`config.mk`:
```
export PLATFORM = sky130hd
export DESIGN_NAME = wraddr_sequencer_flat
export DESIGN_NICKNAME = d
export VERILOG_FILES = /design/src/rtl/wraddr_sequencer_if.sv /design/src/rtl/wraddr_sequencer.sv /design/src/flat_wrapper.sv
export SDC_FILE = /design/constraint.sdc
export NUM_CORES = 1
export LEC_CHECK = 0
export BUFFER_PORTS_ARGS = -buffer_cell sky130_fd_sc_hd__buf_2
export CAP_MARGIN = 10
export CORE_MARGIN = 2
export CORE_UTILIZATION = 57
export CTS_BUF_LIST = sky130_fd_sc_hd__clkbuf_2
export CTS_CLUSTER_DIAMETER = 200
export DETAILED_ROUTE_END_ITERATION = 8
export PLACE_DENSITY = 0.82
export RECOVER_POWER = 25
export SYNTH_ARGS = -nofsm -noshare
export SYNTH_HDL_FRONTEND = slang
export SYNTH_SLANG_ARGS = --single-unit
```
`constraint.sdc`:
```
create_clock -name clk_i -period 3.7 [get_ports clk_i]
set_clock_uncertainty 0.15 [all_clocks]
set_input_delay 0.925 -clock clk_i [delete_from_list [all_inputs] [get_ports clk_i]]
set_output_delay 0.925 -clock clk_i [all_outputs]
set_load 0.05 [all_outputs]
```
`src/rtl/wraddr_sequencer_if.sv`:
```
// Signal bundle between the IRS write-address sequencer and its controller:
// run/trigger/release requests in, address stream and hold status out.
interface wraddr_sequencer_if #(
   parameter int WIDTH = 10
);
   logic             enable_i;
   logic             trig_i;
   logic             release_i;
   logic [1:0]       release_slot_i;
   logic [WIDTH-1:0] wraddr_o;
   logic             wraddr_ce_o;
   logic             trig_ack_o;
   logic [1:0]       trig_slot_o;
   logic [WIDTH-1:0] trig_base_o;
   logic             trig_drop_o;
   logic [3:0]       holds_active_o;
   logic             holds_full_o;

   modport master (
      output enable_i, trig_i, release_i, release_slot_i,
      input  wraddr_o, wraddr_ce_o, trig_ack_o, trig_slot_o, trig_base_o,
             trig_drop_o, holds_active_o, holds_full_o
   );

   modport slave (
      input  enable_i, trig_i, release_i, release_slot_i,
      output wraddr_o, wraddr_ce_o, trig_ack_o, trig_slot_o, trig_base_o,
             trig_drop_o, holds_active_o, holds_full_o
   );
endinterface

```
`src/rtl/wraddr_sequencer.sv`:
```
// Walks the IRS write-block ring at a fixed dwell, pulsing CE per new address,
// and steps over blocks locked by up to four trigger hold windows.
module wraddr_sequencer #(
   parameter int WIDTH   = 10,
   parameter int DWELL   = 4,
   parameter int PRETRIG = 4
) (
   input logic               clk_i,
   input logic               rst_i,
   wraddr_sequencer_if.slave bus
);

   localparam logic [1:0] ST_IDLE = 2'd0;
   localparam logic [1:0] ST_LOAD = 2'd1;
   localparam logic [1:0] ST_RUN  = 2'd2;
   localparam logic [1:0] ST_SKIP = 2'd3;

   localparam logic [WIDTH-1:0] ADDR_ONE   = WIDTH'(1);
   localparam logic [WIDTH-1:0] PRETRIG_W  = WIDTH'(PRETRIG);
   localparam logic [7:0]       DWELL_LAST = 8'(DWELL - 1);

   logic [1:0]       state_reg, state_next;
   logic [WIDTH-1:0] wraddr_reg, wraddr_next;
   logic [WIDTH-1:0] cand_reg, cand_next;
   logic [7:0]       dwell_reg, dwell_next;
   logic             ce_reg, ce_next;

   logic [3:0]       active_reg, active_next;
   logic             full_reg;
   logic             ack_reg;
   logic [1:0]       slot_out_reg;
   logic [WIDTH-1:0] base_out_reg;
   logic             drop_reg;

   logic [WIDTH-1:0] test_addr;
   logic [3:0]       slot_hit;
   logic             test_held;
   logic [WIDTH-1:0] trig_base;
   logic [3:0]       release_mask;
   logic [3:0]       active_rel;
   logic [1:0]       free_slot;
   logic             have_free;
   logic             grant;
   logic             drop;

   // RUN probes the block after the current one; SKIP probes the running candidate.
   assign test_addr = (state_reg == ST_SKIP) ? cand_reg : wraddr_reg + ADDR_ONE;
   assign trig_base = wraddr_reg - PRETRIG_W + ADDR_ONE;

   generate
      for (genvar gi = 0; gi < 4; gi++) begin : g_slot
         logic [WIDTH-1:0] base_reg;
         logic [WIDTH-1:0] offset;

         // Modular distance from the window start covers windows straddling the wrap.
         assign offset       = test_addr - base_reg;
         assign slot_hit[gi] = active_reg[gi] && (offset < PRETRIG_W);

         always_ff @(posedge clk_i) begin
            if (rst_i) begin
               base_reg <= '0;
            end else if (grant && (free_slot == 2'(gi))) begin
               base_reg <= trig_base;
            end
         end
      end
   endgenerate

   assign test_held = |slot_hit;

   // Release lands before allocation so a slot freed this cycle can be regranted.
   always_comb begin
      release_mask = 4'b0000;
      if (bus.release_i) begin
         release_mask[bus.release_slot_i] = 1'b1;
      end
      active_rel = active_reg & ~release_mask;
      free_slot  = 2'd0;
      have_free  = 1'b0;
      for (int i = 3; i >= 0; i--) begin
         if (!active_rel[i]) begin
            free_slot = 2'(i);
            have_free = 1'b1;
         end
      end
      grant       = bus.trig_i && have_free;
      drop        = bus.trig_i && !have_free;
      active_next = active_rel;
      if (grant) begin
         active_next[free_slot] = 1'b1;
      end
   end

   always_comb begin
      state_next  = state_reg;
      wraddr_next = wraddr_reg;
      cand_next   = cand_reg;
      dwell_next  = dwell_reg;
      ce_next     = 1'b0;
      case (state_reg)
         ST_IDLE: begin
            dwell_next = 8'd0;
            if (bus.enable_i) begin
               state_next = ST_LOAD;
               ce_next    = 1'b1;
            end
         end
         ST_LOAD: begin
            // The LOAD cycle is the first dwell cycle of the re-presented block.
            if (!bus.enable_i) begin
               state_next = ST_IDLE;
               dwell_next = 8'd0;
            end else begin
               state_next = ST_RUN;
               dwell_next = 8'd1;
            end
         end
         ST_RUN: begin
            if (!bus.enable_i) begin
               state_next = ST_IDLE;
               dwell_next = 8'd0;
            end else if (dwell_reg == DWELL_LAST) begin
               if (!test_held) begin
                  wraddr_next = test_addr;
                  ce_next     = 1'b1;
                  dwell_next  = 8'd0;
               end else begin
                  state_next = ST_SKIP;
                  cand_next  = test_addr + ADDR_ONE;
               end
            end else begin
               dwell_next = dwell_reg + 8'd1;
            end
         end
         ST_SKIP: begin
            if (!bus.enable_i) begin
               state_next = ST_IDLE;
               dwell_next = 8'd0;
            end else if (!test_held) begin
               state_next  = ST_RUN;
               wraddr_next = test_addr;
               ce_next     = 1'b1;
               dwell_next  = 8'd0;
            end else begin
               cand_next = cand_reg + ADDR_ONE;
            end
         end
         default: begin
            state_next = ST_IDLE;
            dwell_next = 8'd0;
         end
      endcase
   end

   always_ff @(posedge clk_i) begin
      if (rst_i) begin
         state_reg    <= ST_IDLE;
         wraddr_reg   <= '0;
         cand_reg     <= '0;
         dwell_reg    <= 8'd0;
         ce_reg       <= 1'b0;
         active_reg   <= 4'b0000;
         full_reg     <= 1'b0;
         ack_reg      <= 1'b0;
         slot_out_reg <= 2'd0;
         base_out_reg <= '0;
         drop_reg     <= 1'b0;
      end else begin
         state_reg    <= state_next;
         wraddr_reg   <= wraddr_next;
         cand_reg     <= cand_next;
         dwell_reg    <= dwell_next;
         ce_reg       <= ce_next;
         active_reg   <= active_next;
         full_reg     <= &active_next;
         ack_reg      <= grant;
         slot_out_reg <= grant ? free_slot : 2'd0;
         base_out_reg <= grant ? trig_base : '0;
         drop_reg     <= drop;
      end
   end

   assign bus.wraddr_o       = wraddr_reg;
   assign bus.wraddr_ce_o    = ce_reg;
   assign bus.trig_ack_o     = ack_reg;
   assign bus.trig_slot_o    = slot_out_reg;
   assign bus.trig_base_o    = base_out_reg;
   assign bus.trig_drop_o    = drop_reg;
   assign bus.holds_active_o = active_reg;
   assign bus.holds_full_o   = full_reg;

endmodule

```
`src/flat_wrapper.sv`:
```
// flat-port wrapper written by rule: the top's interface ports become plain ports
module wraddr_sequencer_flat 
#(
   parameter int WIDTH   = 10,
   parameter int DWELL   = 4,
   parameter int PRETRIG = 4
)
  (clk_i, rst_i, bus_enable_i, bus_trig_i, bus_release_i, bus_release_slot_i, bus_wraddr_o, bus_wraddr_ce_o, bus_trig_ack_o, bus_trig_slot_o, bus_trig_base_o, bus_trig_drop_o, bus_holds_active_o, bus_holds_full_o);
  wraddr_sequencer_if #(.WIDTH(WIDTH)) bus_i ();
  input logic clk_i;
  input logic rst_i;
  input wire logic [$bits(bus_i.enable_i)-1:0] bus_enable_i;
  input wire logic [$bits(bus_i.trig_i)-1:0] bus_trig_i;
  input wire logic [$bits(bus_i.release_i)-1:0] bus_release_i;
  input wire logic [$bits(bus_i.release_slot_i)-1:0] bus_release_slot_i;
  output wire logic [$bits(bus_i.wraddr_o)-1:0] bus_wraddr_o;
  output wire logic [$bits(bus_i.wraddr_ce_o)-1:0] bus_wraddr_ce_o;
  output wire logic [$bits(bus_i.trig_ack_o)-1:0] bus_trig_ack_o;
  output wire logic [$bits(bus_i.trig_slot_o)-1:0] bus_trig_slot_o;
  output wire logic [$bits(bus_i.trig_base_o)-1:0] bus_trig_base_o;
  output wire logic [$bits(bus_i.trig_drop_o)-1:0] bus_trig_drop_o;
  output wire logic [$bits(bus_i.holds_active_o)-1:0] bus_holds_active_o;
  output wire logic [$bits(bus_i.holds_full_o)-1:0] bus_holds_full_o;
  assign bus_i.enable_i = bus_enable_i;
  assign bus_i.trig_i = bus_trig_i;
  assign bus_i.release_i = bus_release_i;
  assign bus_i.release_slot_i = bus_release_slot_i;
  assign bus_wraddr_o = bus_i.wraddr_o;
  assign bus_wraddr_ce_o = bus_i.wraddr_ce_o;
  assign bus_trig_ack_o = bus_i.trig_ack_o;
  assign bus_trig_slot_o = bus_i.trig_slot_o;
  assign bus_trig_base_o = bus_i.trig_base_o;
  assign bus_trig_drop_o = bus_i.trig_drop_o;
  assign bus_holds_active_o = bus_i.holds_active_o;
  assign bus_holds_full_o = bus_i.holds_full_o;
  wraddr_sequencer #(.WIDTH(WIDTH), .DWELL(DWELL), .PRETRIG(PRETRIG)) u_core (.clk_i(clk_i), .rst_i(rst_i), .bus(bus_i));
endmodule
```
# After elaboration in Yosys (flattened, before gate mapping)

Cells that the tools add are included.

Bits in registers: 90
Input port bits: 7
Output and inout bits: 30
Word-level logic and storage cells: 121

Add/sub/neg operators: 10
Magnitude comparators: 8
Eq/ne operators: 16
Mux-type cells: 46
Bitwise gates (word level): 4
Reductions and logical operators: 22

Operators by type and width:

| cell                                                 | count |
|---|---|
| two-way mux 10 bit                                   | 10 |
| adder 10 x 1 -> 10 bit (second input constant)       | 4 |
| < comparator 10 x 3 -> 1 bit (second input constant) | 4 |
| one-hot mux 10 bit (2 select lines)                  | 2 |
| subtractor 10 bit                                    | 4 |
| two-way mux 8 bit                                    | 4 |
| one-hot mux 8 bit (4 select lines)                   | 1 |
| two-way mux 2 bit                                    | 11 |
| logical AND 1 bit                                    | 12 |
| two-way mux 1 bit                                    | 12 |
| AND reduction 4 bit                                  | 3 |
| subtractor 10 x 3 -> 10 bit (second input constant)  | 1 |
| adder 8 x 1 -> 8 bit (second input constant)         | 1 |
| equality test 2 bit (second input constant)          | 4 |
| equality test 8 x 2 -> 1 bit (second input constant) | 1 |
| two-way mux 4 bit                                    | 2 |
| one-hot mux 2 bit (4 select lines)                   | 1 |
| < comparator 2 x 3 -> 1 bit (second input constant)  | 2 |
| != test 2 x 1 -> 1 bit (second input constant)       | 3 |
| != test 2 bit (second input constant)                | 3 |
| != test 3 x 2 -> 1 bit (second input constant)       | 2 |
| AND reduction 6 bit                                  | 1 |
| bitwise AND 4 bit                                    | 1 |
| demux 1 bit (select 2 bit)                           | 2 |
| other kinds (12)                                     | 15 |

# Logic depth before layout (Yosys ltp)

Gate-level depths: netlist of the first run.

Depth in word-level cells: 18
Depth in mapped cells: 17
Depth with buffers taken out: 15

# Worst setup path after synthesis of the first run

Ideal clock, no wire load.

Path kind: register to register
Start: reg u_core.wraddr_reg[2] (netlist: u_core.bus.wraddr_o[2])
End: reg u_core.cand_reg[0]
Library setup time: 0.121 ns
Arrival: 4.223 ns
Required time: 3.429 ns
Setup slack: -0.795 ns
Cell stages (with the launch flop): 15
Buffers on the path: 2
Clock period less this slack: 4.495 ns
Cells stage by stage: dfxtp_1 -> buf_1 -> nand3_1 -> xor2_1 -> a21oi_1 -> ha_1 -> and2_1 -> a311o_1 -> o2111ai_1 -> mux2i_1 -> o21a_1 -> o2111a_1 -> o31ai_4 -> buf_6 -> mux2_4

Word-level cells in the longest chain between the ends: 8
Elaborated cells on any way between the ends: 18
Classes of those cells: add/sub: 5; order compare: 4; eq/ne: 2; mux: 1; reduce/logical: 6

RTL lines:

| element                                  | RTL line                | source |
|---|---|---|
| start, declared                          | wraddr_sequencer.sv:23  | `logic [WIDTH-1:0] wraddr_reg, wraddr_next;` |
| start signal, assigned                   | wraddr_sequencer.sv:170 | `wraddr_reg <= wraddr_next;` |
| adder 10 x 1 -> 10 bit (*)               | wraddr_sequencer.sv:47  | `assign test_addr = (state_reg == ST_SKIP) ? cand_reg : wraddr_reg + ADDR_ONE;` |
| two-way mux 10 bit (*)                   | wraddr_sequencer.sv:47  |  |
| named net u_core.test_addr[3]            | wraddr_sequencer.sv:35  | `logic [WIDTH-1:0] test_addr;` |
| subtractor 10 bit                        | wraddr_sequencer.sv:56  | `assign offset = test_addr - base_reg;` |
| < comparator 10 x 3 -> 1 bit             | wraddr_sequencer.sv:57  | `assign slot_hit[gi] = active_reg[gi] && (offset < PRETRIG_W);` |
| logical AND 1 bit                        | wraddr_sequencer.sv:57  |  |
| OR reduction 4 bit (*)                   | wraddr_sequencer.sv:69  | `assign test_held = \|slot_hit;` |
| != test 2 x 1 -> 1 bit (no source line)  | --                      |  |
| AND reduction 6 bit (no source line) (*) | --                      |  |
| end signal, assigned                     | wraddr_sequencer.sv:171 | `cand_reg <= cand_next;` |
| end, declared                            | wraddr_sequencer.sv:24  | `logic [WIDTH-1:0] cand_reg, cand_next;` |

Mark *: on every way through the listed nets, which the timed path passes. The rest lies on a longest branch.
A chain may end at the register's enable or synchronous reset.

# Final worst setup path of the first run

Start: reg u_core.wraddr_reg[0] (netlist: u_core.bus.wraddr_o[0])
End: reg u_core.cand_reg[6]

Word-level cells in the longest chain between the ends: 8
Elaborated cells on any way between the ends: 23
Classes of those cells: add/sub: 6; order compare: 4; eq/ne: 2; mux: 5; reduce/logical: 6

RTL lines:

| element                                 | RTL line |
|---|---|
| adder 10 x 1 -> 10 bit (*)              | wraddr_sequencer.sv:47 |
| two-way mux 10 bit (*)                  | wraddr_sequencer.sv:47 |
| named net u_core.test_addr[1]           | wraddr_sequencer.sv:35 |
| subtractor 10 bit                       | wraddr_sequencer.sv:56 |
| < comparator 10 x 3 -> 1 bit            | wraddr_sequencer.sv:57 |
| logical AND 1 bit                       | wraddr_sequencer.sv:57 |
| OR reduction 4 bit                      | wraddr_sequencer.sv:69 |
| != test 2 x 1 -> 1 bit (no source line) | -- |
| AND reduction 6 bit (no source line)    | -- |

Mark *: on every way through the listed nets, which the timed path passes. The rest lies on a longest branch. The select of a mux whose other input is x is not followed.

==> flow_summary_export.csv, run 1 <==
group,metric,value,unit
floorplan,die_y,106,um
floorplan,die_x,106,um
power,p_per_area,253,nW/um2
global_routing,grt_max_degree,32,
logic_synthesis,async_flop_share,0,%
timing,worstMarginPinSlew,946,ps
logic_synthesis,syn-num-nets,787,
floorplan,io_pins,37,
final_layout,nets,904,
logic_synthesis,synth-edff-count,0,
timing,setup_violations,25,
setup_path,r2r-start,"u_core.bus.wraddr_o[0]",
logic_synthesis,synth_area_leaders,"dfxtp_1 (30%), ha_1 (7.4%), nor2_1 (7.3%)",
clock_tree,cts_buffers,9,
detailed_routing,vias,6264,
timing,period_needed,3840,ps
detailed_routing,wl,18.6,mm
timing,setup_tns,-1670,ps
placed_design,io_buffers,36,
setup_path,cp-start-kind,"register",
global_routing,first_global_vias,5949,
clock_tree,cts_tree,"yes",
timing,drv_slew,0,
timing,hold_viol,0,
logic_synthesis,avgSynthCellArea,7.95,um2
detailed_routing,dr.pass1.iters,7,
floorplan,placementRows,37,
final_layout,final_cell_count_no_fill,1004,
clock_tree,clkSinkCount,90,
setup_path,arrival,4200,ps
clock_tree,clockBufferDepth,2,
detailed_routing,drtAntennaViolNets,0,
logic_synthesis,post_synth_most_frequent_cells,"nor2_1 (115), dfxtp_1 (90), inv_1 (58), o21ai_0 (39), a21oi_1 (37)",
final_layout,utilization,72.6,%
placed_design,placed_cells,976,
timing,setup_ws,-140,ps
detailed_routing,drt_iter0_markers,597,
setup_path,startpoint,"u_core.bus.wraddr_o[0]",
run_status,outcome,"complete, but fails checks",
final_layout,largest_reg_flops,40,
run_status,violations,"setup timing",
detailed_routing,drc,0,
logic_synthesis,synthCells,745,
logic_synthesis,synth_top_area_share,30.4,%
setup_path,r2r_end,"u_core.cand_reg[6]",
clock_tree,clk_latency,610,ps
timing,maxSlewHeadroom,36.5,%
detailed_routing,routedWlPerCell,18.5,um
setup_path,crit_type,"reg -> reg",
final_layout,drive_gt1_share,28.6,%
clock_tree,cts-htree-levels,3,
placed_design,gp_congestion,1.03,
logic_synthesis,synth_area_leader_cell,"dfxtp_1",
power,cellLeakagePower,3.18,nW
timing,rsz0062_at_grt,"yes",
worst_hold_path,hold_class,"reg -> reg",
setup_path,crit_path_end_kind,"register",
setup_path,rrSetupSlack,-140,ps
setup_path,crit_path_max_fanout,6,
logic_synthesis,ys_ff_latch,90,
power,irDropWorstVdd,324,uV
global_routing,grt_overflow_total,0,
final_layout,area_growth_syn_to_layout,24.8,%
logic_synthesis,yosysSeqAreaShare,30.4,%
global_routing,grt_use_total,33.5,%
detailed_routing,vias_per_cell,6.24,
logic_synthesis,netlist_area,5920,um2
timing,min_period_over_period,104,%
logic_synthesis,synthMostInstantiatedCell,"nor2_1",
clock_tree,clkTransAtPathRegs,290,ps
clock_tree,cts-root-buf,"clkbuf_2",
placed_design,placed_cell_area,6960,um2
setup_path,endpoint,"u_core.cand_reg[6]",
floorplan,coreArea,10200,um2
floorplan,dieArea,11200,um2
job,maxCapViolCount,0,
global_routing,antenna_found_initial,1,
setup_path,reg2reg_depth,13,
global_routing,grt_pass1_wl,29.7,mm
floorplan,initial_utilization,58.1,%
logic_synthesis,ys_types,82,
logic_synthesis,synthFlopType,"dfxtp_1",
placed_design,hpwl,13.8,mm
final_layout,final_area,7390,um2
timing,fmax,260,MHz
logic_synthesis,yosys_warnings,0,
setup_path,cp.required,4060,ps
-- report_power, final --
part	internal (mW)	total, mW	switching, mW
combinational	0.146	0.352	0.206
sequential	0.997	1.02	0.0198
clock	0.110	0.504	0.394
-- worst max-delay path: stages (launching register included) --
cell      delay [ps]
dfxtp_4          440
ha_4             300
mux2i_2          220
inv_2            140
ha_1             250
or4b_2           690
a21oi_1          230
nor3b_1           90
nor4_2           290
buf_4            180
a32oi_2          190
buf_4            210
a311oi_1         270
a211oi_1          90
-- worst min path at each step --
stage	startpoint	endpoint	slack [ps]	cells after the start
finish	u_core.cand_reg[4]	u_core.cand_reg[4]	370	2
floorplan	u_core.cand_reg[4]	u_core.cand_reg[4]	280	2
CTS	u_core.cand_reg[4]	u_core.cand_reg[4]	370	2
global route	u_core.cand_reg[4]	u_core.cand_reg[4]	380	2
global placement	u_core.cand_reg[4]	u_core.cand_reg[4]	310	2
detailed placement	u_core.g_slot[1].base_reg[6]	u_core.g_slot[1].base_reg[6]	320	2
-- routing by layer --
| layer | vias to the layer above | track usage, % | part of all wire, % |
|---|---|---|---|
| met5 | - | 0 | 0 |
| met4 | 0 | 17.0 | 4.7 |
| met2 | 319 | 54.1 | 47 |
| met3 | 76 | 6.81 | 8.2 |
| met1 | 2951 | 42.6 | 40 |
| li1 | 2918 | - | - |
-- layout make-up --
cell class	instances	area, um2
Timing Repair Buffer	137	966
Antenna cell	1	2.50
Clock inverter	7	73.8
Fill cell	768	2790
Inverter	59	226
Clock buffer	9	45.0
Multi-Input combinational cell	565	4080
Tap cell	136	170
Sequential cell	90	1830
-- through the flow --
| stage | hold WS (ps) | total power [mW] | setup WS (ps) |
|---|---|---|---|
| after CTS | 368 | 1.85 | -37.6 |
| final | 365 | 1.87 | -140 |
| after detailed placement | 322 | 1.35 | -228 |
| after global routing | 375 | 1.95 | -239 |
| after floorplan | 284 | 1.25 | -81.3 |
| after global placement | 306 | 1.34 | -114 |
-- placed cells by master, fill, tap and decap left out, types with 4 or more instances in the layout --
| cell type | instances |
|---|---|
| buf_4 | 96 |
| a21o_1 | 9 |
| nand2_1 | 31 |
| a31o_2 | 6 |
| nor2_1 | 114 |
| mux2_4 | 6 |
| a211oi_1 | 17 |
| inv_1 | 53 |
| nand4_1 | 14 |
| a311oi_1 | 5 |
| xnor2_1 | 21 |
| and3_1 | 4 |
| dfxtp_4 | 6 |
| xor2_1 | 9 |
| buf_6 | 4 |
| o21ai_0 | 28 |
| ha_1 | 29 |
| dfxtp_1 | 81 |
| a31oi_1 | 10 |
| ha_4 | 6 |
| nor2b_1 | 17 |
| a21oi_1 | 33 |
| clkbuf_2 | 9 |
| nor3_1 | 13 |
| nand2b_1 | 5 |
| nand3_1 | 34 |
| mux2i_1 | 12 |
| and2_1 | 9 |
| or2_2 | 6 |
| inv_2 | 5 |
| o21ai_1 | 12 |
| nor4_1 | 5 |
| or3_1 | 6 |
| nand3b_1 | 4 |
| nor3b_1 | 4 |
| buf_2 | 36 |
-- logic make-up after synthesis --
logic type	share of synthesized area (%)
xor+xnor	5.01
mux	4.12
simple gates	25.9
fa+ha+maj	7.40
buf+inv	6.17
flops	30.4
compound gates	20.9
-- repair_timing --
| item | in CTS | in global routing |
|---|---|---|
| hold buffers | 0 | 0 |
| pin swaps | 10 | 15 |
| gates resized for setup | 21 | 34 |
| setup endpoints to repair | 30 | 30 |
| setup buffers | 6 | 4 |
(Power assumes the default switching activity.)
==> inputs of run 2 (changes only) <==
--- a/config.mk
+++ b/config.mk
@@ -8,11 +8,11 @@
 export BUFFER_PORTS_ARGS = -buffer_cell sky130_fd_sc_hd__buf_2
 export CAP_MARGIN = 10
 export CORE_MARGIN = 2
-export CORE_UTILIZATION = 57
+export CORE_UTILIZATION = 35
 export CTS_BUF_LIST = sky130_fd_sc_hd__clkbuf_2
 export CTS_CLUSTER_DIAMETER = 200
 export DETAILED_ROUTE_END_ITERATION = 8
-export PLACE_DENSITY = 0.82
+export PLACE_DENSITY = 0.56
 export RECOVER_POWER = 25
 export SYNTH_ARGS = -nofsm -noshare
 export SYNTH_HDL_FRONTEND = slang
==> run 2 against run 1 <==
The run now ends clean. Hold slack worse by 6.7 ps. Cell count up 11%. Clock power up 4.2%. Non-clock buffer count up 30. Power up 2.9%. Critical path type unchanged.
==> flow_summary_export.csv, run 2 (synthesis gave the netlist of run 1 again) <==
group,metric,value,unit
power,netSwitchingFraction,33.9,%
setup_path,cp.required,4100,ps
clock_tree,cts-htree-levels,3,
timing,period_needed,3700,ps
timing,setup_tns,0,ps
power,cellLeakagePower,3.41,nW
power,power,1.93,mW
placed_design,gp_congestion,0.904,
timing,min_period_over_period,100,%
detailed_routing,wl,19.1,mm
setup_path,cpPeakStageDelay,430,ps
detailed_routing,drtAntennaViolNets,0,
global_routing,grt_max_degree,48,
setup_path,startpoint,"u_core.bus.wraddr_o[1]",
floorplan,initial_utilization,35.7,%
setup_path,path_buf_inv,3,
clock_tree,cts_tree,"yes",
setup_path,crit_path_max_fanout,6,
floorplan,dieArea,18000,um2
floorplan,io_pins,37,
final_layout,largest_reg_flops,40,
clock_tree,clk_latency,640,ps
final_layout,nets,934,
setup_path,r2r-start,"u_core.bus.wraddr_o[1]",
setup_path,endpoint,"u_core.cand_reg[0]",
job,maxCapViolCount,0,
timing,hold_viol,0,
setup_path,crit_path_frequent_cell,"buf_6",
global_routing,antenna_found_initial,1,
power,clkPwrFrac,27.2,%
clock_tree,clkTransAtPathRegs,300,ps
timing,fmax,270,MHz
floorplan,die_x,134,um
setup_path,arrival,4100,ps
power,irDropWorstVdd,189,uV
final_layout,final_area,7970,um2
detailed_routing,drt_iter0_markers,364,
global_routing,grt_overflow_total,0,
timing,whs,359,ps
placed_design,io_buffers,36,
detailed_routing,routedWlPerCell,17.1,um
clock_tree,cts_buffers,9,
timing,maxSlewHeadroom,26.6,%
power,combPwrFrac,20.0,%
timing,drv_slew,0,
setup_path,critical_path_depth,15,
global_routing,grt_pass1_wl,30.0,mm
floorplan,die_y,134,um
detailed_routing,drc,0,
setup_path,r2r_end,"u_core.cand_reg[0]",
clock_tree,cts-root-buf,"clkbuf_2",
power,p_per_area,242,nW/um2
detailed_routing,vias_per_cell,5.35,
final_layout,n_fill_cell,1658,
run_status,outcome,"completed",
worst_hold_path,hold_class,"reg -> reg",
placed_design,placed_cell_area,7300,um2
final_layout,utilization,48.1,%
setup_path,rrSetupSlack,1,ps
detailed_routing,dr.pass1.iters,5,
floorplan,placementRows,47,
global_routing,grt_use_total,21.4,%
power,pwr-share-seq,52.7,%
clock_tree,clockBufferDepth,2,
detailed_routing,vias,5977,
timing,rsz0062_at_grt,"yes",
setup_path,cp-start-kind,"register",
timing,setup_violations,0,
power,p_int,1.27,mW
final_layout,drive_gt1_share,33.6,%
setup_path,reg2reg_depth,15,
setup_path,cp_top_family,"compound AO/OA/AOI/OAI gates",
clock_tree,clkSinkCount,90,
power,power_switching,654,uW
final_layout,layout_commonest_cell,"buf_4",
placed_design,hpwl,14.1,mm
final_layout,mostFrequentLayoutCells,"buf_4 (117), nor2_1 (114), dfxtp_1 (81)",
setup_path,critPathSlowestCell,"dfxtp_4",
setup_path,crit_type,"reg -> reg",
floorplan,coreArea,16600,um2
setup_path,crit_path_end_kind,"register",
final_layout,area_growth_syn_to_layout,34.7,%
global_routing,first_global_vias,5675,
timing,worstMarginPinSlew,1090,ps
setup_path,crit_chain,"ha_4, buf_6, nand4_1, or3_1, a31oi_2, buf_6, ha_1, and2_1, a31oi_1, o21ai_0, o21a_1, o2111a_2, o31ai_4, buf_12, mux2_4",
[run 2: through the flow]
| step | cells | setup WS, ps |
|---|---|---|
| after floorplan | 745 | -81.3 |
| after global placement | 1088 | -329 |
| after detailed placement | 1088 | -363 |
| after CTS | 1113 | 0.716 |
| after global routing | 1118 | -107 |
| final | 1118 | 1.18 |
[run 2: cell type report]
| type | count | area [um2] | area share (%) |
|---|---|---|---|
| clock buffers | 9 | 45.0 | 0.565 |
| multi-input cells | 565 | 4270 | 53.5 |
| flip-flops and latches | 90 | 1830 | 22.9 |
| clock inverters | 7 | 72.6 | 0.910 |
| inverters | 59 | 229 | 2.87 |
| repair buffers | 167 | 1250 | 15.7 |
| diodes | 1 | 2.50 | 0.0314 |
| well taps | 220 | 275 | 3.45 |
[run 2: metal layers]
metal	GRT usage (%)	vias to the layer above	routed length, um
met5	0	-	0
met3	3.17	32	886
met4	8.65	0	546
li1	-	2973	-
met1	29.1	2829	8790
met2	34.1	143	8840
[run 2: power by group through the flow]
| stage | clock network (mW) | registers [mW] | logic [mW] |
|---|---|---|---|
| 6_report | 0.525 | 1.02 | 0.386 |
| 5_1_grt | 0.581 | 1.02 | 0.417 |
| 4_1_cts | 0.547 | 1.02 | 0.363 |
| 3_5_place_dp | 0 | 1.03 | 0.332 |
| 3_3_place_gp | 0 | 1.03 | 0.331 |
| 2_1_floorplan | 0 | 1.06 | 0.194 |
[run 2: worst register-to-register path: stages, from the launching register on]
cell,delay [ps]
dfxtp_4,430
ha_4,150
buf_6,100
nand4_1,110
or3_1,380
a31oi_2,180
buf_6,170
ha_1,240
and2_1,160
a31oi_1,150
o21ai_0,110
o21a_1,240
o2111a_2,300
o31ai_4,290
buf_12,170
mux2_4,300
[run 2: repair_timing]
action	CTS	global route
pin swaps	29	29
gates resized for setup	47	38
setup endpoints to repair	30	30
setup buffers	11	5
hold buffers	0	0
[run 2: how the worst min path moves through the flow]
stage	startpoint	to	slack (ps)	cells after the start
after global placement	u_core.g_slot[3].base_reg[7]	u_core.g_slot[3].base_reg[7]	320	2
after CTS	bus_trig_i	u_core.bus.trig_drop_o	350	2
after floorplan	u_core.cand_reg[4]	u_core.cand_reg[4]	280	2
after global routing	bus_trig_i	u_core.bus.trig_drop_o	340	2
final	u_core.dwell_reg[7]	u_core.dwell_reg[7]	360	2
after detailed placement	u_core.g_slot[3].base_reg[2]	u_core.g_slot[3].base_reg[2]	330	2
